## config.mk

```make
export PLATFORM = sky130hd
export DESIGN_NAME = instr_fetch
export DESIGN_NICKNAME = d
export VERILOG_FILES = /design/src/rtl/instr_fetch.sv
export SDC_FILE = /design/constraint.sdc
export NUM_CORES = 1
export LEC_CHECK = 0
export CAP_MARGIN = 15
export CORE_ASPECT_RATIO = 2
export CORE_MARGIN = 4
export CORE_UTILIZATION = 49
export CTS_CLUSTER_SIZE = 16
export DETAILED_ROUTE_END_ITERATION = 16
export GPL_ROUTABILITY_DRIVEN = 0
export MAX_ROUTING_LAYER = met4
export PLACE_DENSITY = 0.91
export SYNTH_ARGS = -nofsm -noshare
export SYNTH_HDL_FRONTEND = slang
export SYNTH_SLANG_ARGS = --single-unit
```

## constraint.sdc

```tcl
create_clock -name clk -period 5.2 [get_ports clk]
set_input_delay 0.52 -clock clk [delete_from_list [all_inputs] [get_ports clk]]
set_output_delay 0.52 -clock clk [all_outputs]
set_load 0.01 [all_outputs]
```

## src/rtl/instr_fetch.sv

```systemverilog
// instr_fetch: fetch stage between the program counter and instruction memory.
// Keeps one read outstanding and queues returned words for the decoder.
module instr_fetch #(
  parameter int ADDR_W = 8,
  parameter int DATA_W = 16,
  parameter int DEPTH  = 2
) (
  input  logic              clk,
  input  logic              rst,
  input  logic [ADDR_W-1:0] pc_addr,
  output logic              pc_en,
  output logic              pc_branch_en,
  output logic [ADDR_W-1:0] pc_branch_addr,
  output logic              mem_req,
  output logic [ADDR_W-1:0] mem_addr,
  input  logic              mem_ack,
  input  logic [DATA_W-1:0] mem_rdata,
  input  logic              redirect,
  input  logic [ADDR_W-1:0] redirect_addr,
  output logic              instr_valid,
  input  logic              instr_ready,
  output logic [DATA_W-1:0] instr_data,
  output logic [ADDR_W-1:0] instr_addr
);

  // state | meaning
  // IDLE  | nothing outstanding; issue a read when the FIFO has room
  // WAIT  | read outstanding, returned word will be queued
  // DROP  | read outstanding, returned word is stale and discarded

  localparam int PTR_W = $clog2(DEPTH);
  localparam int CNT_W = PTR_W + 1;
  localparam logic [CNT_W-1:0] FULL_CNT = CNT_W'(DEPTH);

  typedef enum logic [1:0] {
    S_IDLE = 2'd0,
    S_WAIT = 2'd1,
    S_DROP = 2'd2
  } state_t;

  state_t state, state_nxt;

  logic [DATA_W-1:0] data_q [DEPTH];
  logic [ADDR_W-1:0] addr_q [DEPTH];
  logic [PTR_W-1:0]  wr_ptr, rd_ptr;
  logic [CNT_W-1:0]  count;
  logic              has_room, issue, push, pop;

  assign has_room = (count < FULL_CNT);
  assign pop      = instr_valid && instr_ready;

  always_ff @(posedge clk) begin
    if (!rst) state <= S_IDLE;
    else      state <= state_nxt;
  end

  always_comb begin
    state_nxt = state;
    case (state)
      S_IDLE: if (!redirect && has_room) state_nxt = S_WAIT;
      S_WAIT: begin
        if (redirect)     state_nxt = S_DROP;
        else if (mem_ack) state_nxt = S_IDLE;
      end
      S_DROP: if (!redirect && mem_ack) state_nxt = S_IDLE;
      default: state_nxt = S_IDLE;
    endcase
  end

  always_comb begin
    issue          = 1'b0;
    push           = 1'b0;
    pc_en          = 1'b0;
    pc_branch_en   = 1'b0;
    pc_branch_addr = '0;
    case (state)
      S_IDLE:  issue = !redirect && has_room;
      S_WAIT:  push  = mem_ack && !redirect;
      default: ;
    endcase
    if (redirect) pc_branch_addr = redirect_addr;
    // PC controls are held off for the whole time reset is asserted
    if (rst) begin
      pc_en        = redirect || push;
      pc_branch_en = redirect;
    end
  end

  always_ff @(posedge clk) begin
    if (!rst) begin
      mem_req  <= 1'b0;
      mem_addr <= '0;
    end else if (issue) begin
      mem_req  <= 1'b1;
      mem_addr <= pc_addr;
    end else if (state_nxt == S_IDLE) begin
      mem_req  <= 1'b0;
    end
  end

  always_ff @(posedge clk) begin
    if (!rst) begin
      wr_ptr <= '0;
      rd_ptr <= '0;
      count  <= '0;
    end else if (redirect) begin
      wr_ptr <= '0;
      rd_ptr <= '0;
      count  <= '0;
    end else begin
      if (push) wr_ptr <= wr_ptr + 1'b1;
      if (pop)  rd_ptr <= rd_ptr + 1'b1;
      case ({push, pop})
        2'b10:   count <= count + 1'b1;
        2'b01:   count <= count - 1'b1;
        default: ;
      endcase
    end
  end

  always_ff @(posedge clk) begin
    if (push) begin
      data_q[wr_ptr] <= mem_rdata;
      addr_q[wr_ptr] <= mem_addr;
    end
  end

  assign instr_valid = (count != '0);
  assign instr_data  = data_q[rd_ptr];
  assign instr_addr  = addr_q[rd_ptr];

endmodule

```

==> metrics.txt <==
vias in the first global route approximately 1.6k; drt pass-1 iters 4; largest net degree at the start of global routing 25; htree depth 3; die area 6381 µm²; worst-path fanout max 24; commonest non-fill, non-tap cell in the layout clkdlybuf4s50_1; total CTS buffers 9; row cnt 36; CTS tree done; global-route wire length before repair between 7 and 8 mm; worst vdd ir approximately 0.27 mV; final worst slack 2.426 ns; cts hold-fix bufs 0; Total GRT Usage 0.1698; Worst slew margin 0.3132; top_reg_cell synth edfxtp_1; Synth top area share 0.5763; CTS root buf clkbuf_8; PortBufs 80; status finished, final reports clean; layout cells sized above 1 0.1976; # setup viols final 0; DR vias ~1.5k; Routed Antenna Nets 0; max incr delay on CP 1.00 ns; # resized after CTS 0; Post-Syn Area about 2500 µm²; Async SR Flop Fraction 0; worst slew pin tran about 1.0 ns; CP required 4.68 ns; Post-layout nets 281; post-CTS setup buffers 0; Area contributors post-synth edfxtp_1, dfxtp_1, mux2_2; Syn Nets about 200; post-DR wirelength/cell approximately 15 µm; clk buf depth 2; Clk pin slew, worst setup/hold paths about 0.070 ns; Crit-path slowest cell dfxtp_1; highest clock rate roughly 0.36 GHz; crit-path cells mux2_2 > clkdlybuf4s50_1; Power Dens Cells roughly 310 nW/µm²; TNS Setup 0 ns; WP data arrival 2.25 ns; Clk Latency, worst-skew pair about 0.33 ns; Avg Synthesized Cell Area approximately 16 µm²; Post-Syn Instances roughly 160; Leakage roughly 1.2 nW; placed insts slightly below 300; crit end category primary output; worst setup path class register to primary output; clk sinks 64; drt total wl approximately 4.7 mm; Finished Layout Cells 305; Vias/cell approximately 5; Layout Skew ~0.013 ns; Yosys reg bits 64; Yosys top cell by area edfxtp_1; worst min-delay path class register to register; Synth cell types 28; min cycle time layout between 2 and 3 ns; grt ovf 0; fin crit share 0.5334; Core ar. 4910 µm²; dpl ws roughly 2.3 ns; RSZ-0062 raised after global routing false; Synth-to-Final Area Change 43.27%; maxcap violations 0; synth warn 0; Die Ht 109.0 µm; DP Wirelength between 3 and 4 mm; fillers 317; Ports just over 80; # DRC 0; commonest cells after routing, fill and taps aside clkdlybuf4s50_1, edfxtp_1, mux2_2; Post-synth EDFFs between 40 and 50; Initial Util 0.5094; n_diodes 0; CP Launch Type register; WHS slightly below 0.5 ns; Initial DRC Count 21; initial antenna violation count 0; Seq/Total Area, Yosys 0.7044; Max Slew Vio Count 0; die width between 50 and 60 µm; final hold viol count 0
metal layers:
| metal | track usage | wire [µm] | vias to the layer above |
|---|---|---|---|
| li1 | - | - | 742 |
| met1 | 0.1510 | 1607 | 727 |
| met2 | 0.3032 | 2701 | 60 |
| met3 | 0.05450 | 273 | 10 |
| met4 | 0.09453 | 116 | 0 |
| met5 | - | 0 | - |
kinds of logic (layout without fill, tap and decap cells):
family,count (synthesis),in the layout,synth area share
AND/OR/NAND/NOR,37,37,0.09005
flip-flops,64,64,0.7044
adder cells (fa/ha/maj),1,1,0.005002
multiplexers,32,32,0.1401
AO/OA/AOI/OAI,8,8,0.02051
XOR/XNOR,5,5,0.01751
buffers and inverters,10,101,0.02251
area by class of cell:
class,instances,area [µm²],area share
flip-flops and latches,64,1762,0.4916
repair buffers,83,823.3,0.2297
multi-input cells,83,688.2,0.1920
clock buffers,11,173.9,0.04853
well taps,57,71.32,0.01990
clock inverters,5,57.56,0.01606
inverters,2,7.507,0.002095
critical path: cells and delay by family, from the launching register on:
| family | cells | cell delay, ns |
|---|---|---|
| mux | 1 | 0.43 |
| flops | 1 | 1.00 |
| buf+inv | 1 | 0.49 |
power by group:
group | leakage (nW) | internal [mW] | switching (mW)
Clock | 0.117 | 0.280 | 0.185
Sequential | 0.565 | 0.559 | 0.00821
Combinational | 0.556 | 0.0606 | 0.0332
synthesized netlist by cell type, drive strengths merged, types with 2 or more instances:
cell type and n:
mux2i 8, o21a 2, clkbuf 3, mux2 24
xor2 2, nor2b 9, and2 9, dfxtp 16
edfxtp 48, xnor2 3, inv 2, buf 5
a21oi 2, nand2 2, o21ai 3, nor2 8
path summary, 6_finish.rpt:
check / from / endpoint / slack, ns / cells past startpoint
max reg2reg: state[0] / data_q[1][2] / 3.17 / 3
max: register / instr_addr[0] / 2.43 / 2
min: mem_addr[4] / addr_q[0][4] / 0.49 / 0
min reg2reg: mem_addr[4] / addr_q[0][4] / 0.49 / 0
per-stage QoR:
step                total power [mW]  utilization  cell area (µm²)
finish                         1.127       0.7299             3583
detailed placement            0.6733       0.6827             3352
CTS                            1.138       0.7299             3583
floorplan                     0.6132            -             2501
global placement              0.6705       0.6827             3352
global route                   1.167       0.7299             3583
state kept, by name, summed over array words and instances, names as in the netlist, named ones only:
signal / count
count: 2
mem_addr: 8
rd_ptr: 1
wr_ptr: 1
mem_req: 1
state: 2
data_q: 32
addr_q: 16
Power figures use the tool's default switching activity.
